`src/rtl/i2s_pkg.sv`:
```
// i2s_pkg
//   Shared definitions for the I2S transmit and microphone receive paths:
//   the link controller state encoding and default link geometry.
//   Defaults give 3.072 MHz SCK and 48 kHz frames from a 98.304 MHz clock.
package i2s_pkg;

  typedef enum logic [1:0] {
    ST_IDLE  = 2'd0,
    ST_RUN   = 2'd1,
    ST_DRAIN = 2'd2
  } i2s_state_t;

  localparam int DEF_SAMPLE_WIDTH = 16;  // bits per channel sample
  localparam int DEF_SLOT_WIDTH   = 32;  // SCK periods per channel slot
  localparam int DEF_SCK_DIV      = 32;  // clk_in cycles per SCK period

endpackage

```
`src/rtl/i2s_clk_gen.sv`:
```
// i2s_clk_gen
//   Bit-clock generator for an I2S bus controller. A divider counts
//   0..SCK_DIV-1 while run_in is high; SCK is low for the first half of the
//   count and high for the second half.
//
// Ports
//   clk_in        system clock
//   rst_in        asynchronous active-high reset
//   run_in        count this cycle; when low the divider is held at 0
//   halt_in       return the divider to 0 at the end of this cycle
//   sck_out       registered bit clock
//   fall_evt_out  strobe: cycle with divider count 0 (SCK low phase starts)
//   rise_evt_out  strobe: cycle with divider count SCK_DIV/2 (SCK high phase starts)
module i2s_clk_gen
  import i2s_pkg::*;
#(
  parameter int SCK_DIV = DEF_SCK_DIV
) (
  input  logic clk_in,
  input  logic rst_in,
  input  logic run_in,
  input  logic halt_in,
  output logic sck_out,
  output logic fall_evt_out,
  output logic rise_evt_out
);

  localparam int DCW = (SCK_DIV > 2) ? $clog2(SCK_DIV) : 1;
  localparam logic [DCW-1:0] DIV_LAST = DCW'(SCK_DIV - 1);
  localparam logic [DCW-1:0] DIV_HALF = DCW'(SCK_DIV / 2);

  logic [DCW-1:0] div_cnt;
  logic [DCW-1:0] div_nxt;

  assign fall_evt_out = run_in && (div_cnt == '0);
  assign rise_evt_out = run_in && (div_cnt == DIV_HALF);

  always_comb begin
    div_nxt = div_cnt + 1'b1;
    if (!run_in || halt_in || (div_cnt == DIV_LAST))
      div_nxt = '0;
  end

  // SCK is registered from the next count so its level always matches the
  // count held during the same cycle.
  always_ff @(posedge clk_in or posedge rst_in) begin
    if (rst_in) begin
      div_cnt <= '0;
      sck_out <= 1'b0;
    end else begin
      div_cnt <= div_nxt;
      sck_out <= run_in && !halt_in && (div_nxt >= DIV_HALF);
    end
  end

endmodule

```
`src/rtl/i2s_transmitter.sv`:
```
// i2s_transmitter
//   Philips I2S bus controller for a stereo DAC/codec. Accepts one stereo
//   sample pair through a valid/ready handshake into a single holding entry,
//   generates SCK/WS itself and shifts each frame out MSB first with the
//   standard one-bit delay after each WS transition.
//
// Ports
//   clk_in            system/audio clock
//   rst_in            asynchronous active-high reset
//   enable_in         run request (level); dropping it finishes the frame first
//   left_in/right_in  signed samples, captured when valid && ready
//   sample_valid_in   sample pair valid
//   sample_ready_out  holding entry empty
//   i2s_sck_out       bit clock
//   i2s_ws_out        word select (0 = left, 1 = right)
//   i2s_sd_out        serial data
//   underrun_out      one-cycle pulse when a frame starts with no sample held
module i2s_transmitter
  import i2s_pkg::*;
#(
  parameter int SAMPLE_WIDTH = DEF_SAMPLE_WIDTH,
  parameter int SLOT_WIDTH   = DEF_SLOT_WIDTH,
  parameter int SCK_DIV      = DEF_SCK_DIV
) (
  input  logic                    clk_in,
  input  logic                    rst_in,
  input  logic                    enable_in,
  input  logic [SAMPLE_WIDTH-1:0] left_in,
  input  logic [SAMPLE_WIDTH-1:0] right_in,
  input  logic                    sample_valid_in,
  output logic                    sample_ready_out,
  output logic                    i2s_sck_out,
  output logic                    i2s_ws_out,
  output logic                    i2s_sd_out,
  output logic                    underrun_out
);

  localparam int FRAME_W = 2 * SLOT_WIDTH;
  localparam int BCW     = $clog2(FRAME_W);
  localparam logic [BCW-1:0] LAST_BIT    = BCW'(FRAME_W - 1);
  localparam logic [BCW-1:0] WS_HI_FIRST = BCW'(SLOT_WIDTH - 1);
  localparam logic [BCW-1:0] WS_HI_LAST  = BCW'(FRAME_W - 2);

  i2s_state_t state;
  logic [BCW-1:0] bit_cnt;
  logic buf_full;
  logic signed [SAMPLE_WIDTH-1:0] buf_left;
  logic signed [SAMPLE_WIDTH-1:0] buf_right;
  logic [FRAME_W-1:0] frame_sr;

  logic active;
  logic fall_evt;
  logic at_last;
  logic stop_evt;
  logic load_evt;
  logic xfer;
  logic rise_evt_unused;  // rise strobe is consumed by the receiver only

  // Each slot carries its sample MSB first, zero-padded to the slot width.
  function automatic logic [FRAME_W-1:0] pack_frame(
    input logic signed [SAMPLE_WIDTH-1:0] l,
    input logic signed [SAMPLE_WIDTH-1:0] r
  );
    logic [FRAME_W-1:0] f;
    f = '0;
    f[FRAME_W-1 -: SAMPLE_WIDTH]    = l;
    f[SLOT_WIDTH-1 -: SAMPLE_WIDTH] = r;
    return f;
  endfunction

  // The IDLE cycle that sees enable_in already counts as divider count 0, so
  // the start-up frame load happens on that very cycle.
  assign active   = (state != ST_IDLE) || enable_in;
  assign at_last  = (state != ST_IDLE) && (bit_cnt == LAST_BIT);
  assign stop_evt = fall_evt && at_last && (state == ST_DRAIN) && !enable_in;
  assign load_evt = fall_evt && ((state == ST_IDLE) || (at_last && !stop_evt));
  assign xfer     = sample_valid_in && !buf_full;

  assign sample_ready_out = !buf_full;

  i2s_clk_gen #(
    .SCK_DIV(SCK_DIV)
  ) u_clk_gen (
    .clk_in      (clk_in),
    .rst_in      (rst_in),
    .run_in      (active),
    .halt_in     (stop_evt),
    .sck_out     (i2s_sck_out),
    .fall_evt_out(fall_evt),
    .rise_evt_out(rise_evt_unused)
  );

  // Control: state, bit position, buffer flag and the registered pins.
  // SD and WS are one fall event behind bit_cnt, which yields the one-bit
  // I2S delay: WS flips one SCK before each slot's MSB reaches SD.
  always_ff @(posedge clk_in or posedge rst_in) begin
    if (rst_in) begin
      state        <= ST_IDLE;
      bit_cnt      <= '0;
      buf_full     <= 1'b0;
      i2s_ws_out   <= 1'b0;
      i2s_sd_out   <= 1'b0;
      underrun_out <= 1'b0;
    end else begin
      underrun_out <= load_evt && !buf_full;
      // A transfer landing on an empty-buffer load is kept for the next frame.
      buf_full <= load_evt ? xfer : (buf_full || xfer);

      case (state)
        ST_IDLE:  if (enable_in) state <= ST_RUN;
        ST_RUN:   if (!enable_in) state <= ST_DRAIN;
        ST_DRAIN: begin
          if (enable_in)     state <= ST_RUN;
          else if (stop_evt) state <= ST_IDLE;
        end
        default:  state <= ST_IDLE;
      endcase

      if (stop_evt) begin
        bit_cnt    <= '0;
        i2s_ws_out <= 1'b0;
        i2s_sd_out <= 1'b0;
      end else if (fall_evt) begin
        bit_cnt    <= ((state == ST_IDLE) || at_last) ? '0 : bit_cnt + 1'b1;
        i2s_ws_out <= (state != ST_IDLE) && (bit_cnt >= WS_HI_FIRST) &&
                      (bit_cnt <= WS_HI_LAST);
        i2s_sd_out <= (state != ST_IDLE) && frame_sr[FRAME_W-1];
      end
    end
  end

  // Data: holding entry and frame shift register.
  always_ff @(posedge clk_in) begin
    if (xfer) begin
      buf_left  <= left_in;
      buf_right <= right_in;
    end
    if (load_evt)
      frame_sr <= buf_full ? pack_frame(buf_left, buf_right) : '0;
    else if (fall_evt)
      frame_sr <= frame_sr << 1;
  end

endmodule

```
`config.mk`:
```
export PLATFORM = sky130hd
export DESIGN_NAME = i2s_transmitter
export DESIGN_NICKNAME = d
export VERILOG_FILES = /design/src/rtl/i2s_pkg.sv /design/src/rtl/i2s_clk_gen.sv /design/src/rtl/i2s_transmitter.sv
export SDC_FILE = /design/constraint.sdc
export NUM_CORES = 1
export LEC_CHECK = 0
export CORE_ASPECT_RATIO = 0.9
export CORE_MARGIN = 5
export CORE_UTILIZATION = 46
export DETAILED_ROUTE_END_ITERATION = 8
export GPL_ROUTABILITY_DRIVEN = 0
export GPL_TIMING_DRIVEN = 0
export PLACE_DENSITY = 0.71
export RECOVER_POWER = 50
export SKIP_LAST_GASP = 1
export SYNTH_ARGS = -nofsm -noshare
export SYNTH_HDL_FRONTEND = slang
export SYNTH_SLANG_ARGS = --single-unit
```
`constraint.sdc`:
```
create_clock -name clk_in -period 6.3 [get_ports clk_in]
set_input_delay 0.63 -clock clk_in [delete_from_list [all_inputs] [get_ports clk_in]]
set_output_delay 0.63 -clock clk_in [all_outputs]
set_load 0.01 [all_outputs]
```
==> metrics.cfg, run 1 <==
[critical_path]
crit_family = simple AND/OR/NAND/NOR gates
crit_type = input pin to register
worstPathRequired_ns = 6.22
critPathBufInv = 1
crit_path_end_kind = register
max_stage_delay_ns = 1.99
path_cells = dlygate4sd3_1 -> nor2b_1
worstSetupStartpointType = input pin
cp_max_fo = 33
cp_slowest_cell = nor2b_1
cp.arrival_ns = 3.16

[route]
drc_errors = 0
ant_nets = 0
wl_per_cell_um = 13.1
viasPerCell = 4.72
drt_iter0_drc = 73
wl_mm = 6.10
vias = 2206
dr.pass1.iters = 4

[grt]
grt_pass1_vias = 2219
track_usage = 0.124
antenna_found_initial = 0
grt_first_pass_wirelength_mm = 10.2
grt_remaining_overflow = 0
grt_max_degree = 42

[status]
violations = capacitance limit, slew limit
outcome = complete, but fails checks

[cells_and_area]
n_antenna_cell = 0
layout-drive-gt1-share = 0.0690
syn_to_final_growth_pct = 18.0
nets = 384
fillers = 723

[power]
p_leak_nw = 2.08
p_per_area_nw_per_um2 = 371
combinationalPowerShare = 0.240
ir_drop_mv = 0.182
p_int_mw = 1.24
power.total_mw = 1.77
clock_power_share = 0.203
p_sw_frac = 0.297
power.switching_uw = 524
seqPwrFrac = 0.557

[logic_synthesis]
syn_inst = 291
syn-num-nets = 332
synth-seq-cells = 98
yosys.area.top_type_share = 0.595
synthTopCellsByArea = edfxtp_1, dfrtp_1, mux2i_1, nand2_1, inv_1
async_reset_ff_frac = 0.184
synth_top_cells_by_count = edfxtp_1, nand2_1, inv_1
postSynthAreaPerCell_sq_um = 13.9
synthMostInstantiatedCell = edfxtp_1
yosysTopAreaCell = edfxtp_1
ys.flop_type = edfxtp_1
synth_edf_count = 80
synth-seq-area-share = 0.707
synth_area_sq_um = 4040
yosys_warnings = 0
synth_cell_types = 34

[cts]
cts_tree = built
clk_pin_slew_ns = 0.09
cts-root-buf = clkbuf_8
clkLatencyLatePin_ns = 0.36
ctsResizeCount = 0
post_cts_buffers = 0
numCtsBuffers = 9
holdBufCountCts = 0
cts-htree-levels = 3
clk_path_buf_depth = 2
cts.sinks = 98

[hold_path]
min_path_type = register to register

[job]
drv_cap = 1

[timing]
tns_ns = 0
rsz0062_at_grt = false
worstMarginPinSlew_ns = 2.67
period_minus_slack_ns = 3.23
slew_headroom = -0.786
period_share = 0.513
max_freq_mhz = 309
setup_viol = 0
finalHoldViolCount = 0
finalClockSkew_ns = 0.00946
drv_slew = 34
worst_slack_ns = 3.07

[place]
post-place-ws_ns = 3.80
io_buffer_count = 40
hpwl_mm = 4.22

[floorplan]
dieArea_sq_um = 10700
core-area_sq_um = 8570
num_rows = 32
ios = 41
start_util = 0.471
die_h_um = 98.9
die_x_um = 109

-- cell type report --
cell class                      count  area [sq um]  share of cell area
Clock inverter                      7          45.0             0.00946
Tap cell                          119           149              0.0313
Buffer                             10          67.6              0.0142
Sequential cell                    98          2850               0.599
Timing Repair Buffer               41           420              0.0883
Inverter                           37           139              0.0292
Multi-Input combinational cell    146           965               0.203
Clock buffer                        9           124              0.0260
-- through the flow --
stage          std cells  hold slack [ns]   util  area (sq um)
2_1_floorplan        291            0.443      -          4040
3_3_place_gp         450            0.461  0.535          4580
3_5_place_dp         451            0.485  0.538          4610
4_1_cts              467            0.506  0.558          4780
5_1_grt              467            0.515  0.556          4760
6_report             467            0.501  0.556          4760
-- cells by family (layout without fill, tap and decap cells) --
group | count (synthesis) | count (layout) | synth area share
DFF | 98 | 98 | 0.707
adders and majority gates | 5 | 5 | 0.0155
muxes | 33 | 33 | 0.0825
and+or+nand+nor | 89 | 89 | 0.111
AOI/OAI and AO/OA | 17 | 17 | 0.0285
xor gates and xnor gates | 2 | 2 | 0.00434
buffers and inverters | 47 | 104 | 0.0512
-- power groups by stage --
stage	clock network [mW]	logic, mW	registers, mW
finish	0.358	0.424	0.983
CTS	0.367	0.451	0.984
global placement	0	0.419	1.00
floorplan	0	0.309	0.985
detailed placement	0	0.449	0.997
global route	0.391	0.484	1.00
-- final timing paths --
| path | from | to | slack [ns] | cells after the start |
|---|---|---|---|---|
| hold / removal | frame_sr[63] | i2s_sd_out | 0.50 | 1 |
| max in group asynchronous | rst_in | u_clk_gen.div_cnt[3] | 5.03 | 2 |
| min in group asynchronous | rst_in | u_clk_gen.sck_out | 0.81 | 2 |
| setup reg to reg | buf_full | buf_right[9] | 3.22 | 2 |
| setup / recovery | sample_valid_in | buf_right[9] | 3.07 | 2 |
| hold reg to reg | frame_sr[63] | i2s_sd_out | 0.50 | 1 |
-- layout by cell type (no fill, tap or decap), types with 5 or more instances in the layout --
master,netlist,routed
ha_1,5,5
o21ai_0,5,5
inv_1,37,37
nand2_1,38,39
nor2_1,7,7
edfxtp_1,80,80
dfrtp_1,18,18
clkbuf_8,0,9
clkbuf_1,6,6
and2_1,22,18
mux2i_1,31,31
dlygate4sd3_1,0,39
nor3_1,5,5
-- routing by layer --
metal	wire [um]	track usage	vias to the layer above
li1	-	-	1100
met1	2830	0.166	1064
met2	2930	0.191	33
met3	218	0.0341	9
met4	122	0.0553	0
met5	0	0	-
-- worst reg2reg max path, cell delays in order, from the launching register on --
cell and delay (ns):
dfrtp_1 0.37, clkbuf_1 0.23, nor2b_1 2.02
-- sequential cells by signal (all words and copies together), names as in the netlist --
signal / flops
u_clk_gen.div_cnt: 5
i2s_ws_out: 1
frame_sr: 48
buf_left: 16
buf_full: 1
underrun_out: 1
bit_cnt: 6
i2s_sd_out: 1
state: 2
u_clk_gen.sck_out: 1
buf_right: 16
Power figures use the tool's default switching activity.
==> run 2: changes to the inputs <==
--- a/config.mk
+++ b/config.mk
@@ -11,7 +11,7 @@
 export DETAILED_ROUTE_END_ITERATION = 8
 export GPL_ROUTABILITY_DRIVEN = 0
 export GPL_TIMING_DRIVEN = 0
-export PLACE_DENSITY = 0.71
+export PLACE_DENSITY = 0.73
 export RECOVER_POWER = 50
 export SKIP_LAST_GASP = 1
 export SYNTH_ARGS = -nofsm -noshare
==> constraint.sdc (replaced) <==
create_clock -name clk_in -period 2.8 [get_ports clk_in]
set_input_delay 0.28 -clock clk_in [delete_from_list [all_inputs] [get_ports clk_in]]
set_output_delay 0.28 -clock clk_in [all_outputs]
set_load 0.01 [all_outputs]
==> run 2 against run 1 <==
Net effect:
- the flow still finishes with violations (capacitance limit, slew limit)
- first-iteration DRC count rose by 1.4%
- sequential power rose by 120%
- via count fell by 1.9%
- clock skew barely moved
- worst setup slack got worse by 2.7 ns
- cell count did not move
- sequential cell count did not move
- combinational power rose by 130%
==> metrics.cfg, run 2 (synthesized netlist as in run 1, its figures left out) <==
[status]
outcome = complete, but fails checks  ; unchanged
violations = capacitance limit, slew limit  ; unchanged

[critical_path]
crit_type = register to register  ; was input pin to register
cp_max_fo = 38  ; was 33
cp.arrival_ns = 2.66  ; was 3.16 ns
crit_path_end_kind = register  ; unchanged
worstPathRequired_ns = 3.05  ; was 6.22 ns
worstSetupStartpointType = register  ; was input pin

[cts]
cts.sinks = 98  ; unchanged
clk_pin_slew_ns = 0.09  ; about the same
cts-root-buf = clkbuf_8  ; unchanged
post_cts_buffers = 0  ; unchanged
cts_tree = built  ; unchanged
cts-htree-levels = 3  ; unchanged
ctsResizeCount = 0  ; unchanged
numCtsBuffers = 9  ; unchanged
clkLatencyLatePin_ns = 0.36  ; about the same
clk_path_buf_depth = 2  ; unchanged
holdBufCountCts = 0  ; unchanged

[cells_and_area]
final-seq-area_sq_um = 2850  ; unchanged
nets = 384  ; unchanged
multi_input_area_sq_um = 967  ; was 965 sq um
n_antenna_cell = 0  ; unchanged
largest_reg_flops = 48  ; unchanged
final_common_cell = edfxtp_1  ; unchanged
final_area_sq_um = 4780  ; was 4760 sq um
layout-drive-gt1-share = 0.0690  ; unchanged
top_register = frame_sr  ; unchanged
syn_to_final_growth_pct = 18.5  ; was 18.0%
layout_common_cells = edfxtp_1, nand2_1, dlygate4sd3_1  ; unchanged
fillers = 722  ; was 723
reg.largest.list = frame_sr: 48 flops, buf_left: 16 flops, buf_right: 16 flops  ; unchanged

[hold_path]
min_path_type = input pin to async pin  ; was register to register

[place]
io_buffer_count = 40  ; unchanged
hpwl_mm = 4.26  ; was 4.22 mm
placed_cell_area_sq_um = 4610  ; unchanged

[floorplan]
die_x_um = 109  ; unchanged
core-area_sq_um = 8570  ; unchanged
dieArea_sq_um = 10700  ; unchanged
start_util = 0.471  ; unchanged
num_rows = 32  ; unchanged
die_h_um = 98.9  ; unchanged
ios = 41  ; unchanged

[route]
ant_nets = 0  ; unchanged
viasPerCell = 4.63  ; was 4.72
dr.pass1.iters = 4  ; unchanged
wl_mm = 6.15  ; was 6.10 mm
vias = 2163  ; was 2206
drt_iter0_drc = 74  ; was 73
wl_per_cell_um = 13.2  ; was 13.1 um
drc_errors = 0  ; unchanged

[timing]
period_minus_slack_ns = 2.40
worstMarginPinSlew_ns = 1.55  ; was 2.67 ns
max_freq_mhz = 416
finalClockSkew_ns = 0.00993  ; was 0.00946 ns
finalHoldViolCount = 0  ; unchanged
slew_headroom = -0.0413  ; was -0.786
finalHoldWorstSlack_ns = 0.476  ; was 0.501 ns
setup_viol = 0  ; unchanged
drv_slew = 34  ; unchanged
period_share = 0.859
rsz0062_at_grt = false  ; unchanged

[grt]
track_usage = 0.121  ; was 0.124
grt_first_pass_wirelength_mm = 10.1  ; was 10.2 mm
antenna_found_initial = 0  ; unchanged
grt_max_degree = 39  ; was 42
grt_remaining_overflow = 0  ; unchanged
grt_pass1_vias = 2210  ; was 2219

[job]
drv_cap = 1  ; unchanged

[power]
p_leak_nw = 2.08  ; about the same
ir_drop_mv = 0.452  ; was 0.182 mV
p_per_area_nw_per_um2 = 849  ; was 371 nW/um^2

==> run 2: worst paths after layout <==
kind | startpoint | endpoint | slack (ns) | cells past startpoint
hold reg to reg | frame_sr[63] | i2s_sd_out | 0.48 | 1
max in group asynchronous | rst_in | bit_cnt[5] | 1.88 | 2
hold / removal | rst_in | u_clk_gen.div_cnt[4] | 0.48 | 2
setup reg to reg | u_clk_gen.div_cnt[0] | bit_cnt[5] | 0.40 | 9
min in group clk_in | frame_sr[63] | i2s_sd_out | 0.48 | 1
setup / recovery | u_clk_gen.div_cnt[0] | bit_cnt[5] | 0.40 | 9
==> run 2: per-stage QoR <==
stage	std cells	util	power [mW]	setup WS (ns)	TNS [ns]
after global placement	450	0.535	3.19	-0.581	-31.93
final	467	0.558	4.06	0.395	0
after global routing	467	0.558	4.30	0.105	0
after floorplan	291	-	2.91	0.0900	0
after CTS	467	0.561	4.13	0.398	0
after detailed placement	451	0.538	3.26	0.424	0
==> run 2: final cells by class <==
class                      count  area share
inverter                      37      0.0290
clock buffer                   9      0.0259
sequential                    98       0.597
tap                          119      0.0311
multi-input combinational    146       0.202
clock inverter                 7      0.0147
timing repair buffer          41      0.0879
buffer                        10      0.0126
==> run 2: report_power, final <==
part | leakage, nW | switching (mW) | internal (mW) | total (mW)
logic | 1.03 | 0.555 | 0.404 | 0.959
clock network | 0.0889 | 0.477 | 0.409 | 0.887
registers | 0.963 | 0.152 | 2.06 | 2.21
==> run 2: worst max-delay path, cell delays in order, from the launching register on <==
cell and delay, ns:
dfrtp_1 0.41, inv_1 0.07, ha_1 0.16, nor4b_1 0.39, nand2b_1 0.09, clkbuf_1 0.25
inv_2 0.34, buf_12 0.27, o21ai_0 0.12, a21o_1 0.19
==> run 2: per-layer routing <==
layer | part of all wire | global-route usage | vias to the layer above
met5 | 0 | 0 | -
met3 | 0.046 | 0.0393 | 5
met4 | 0.0096 | 0.0320 | 0
met1 | 0.47 | 0.152 | 1012
li1 | - | - | 1105
met2 | 0.48 | 0.202 | 41
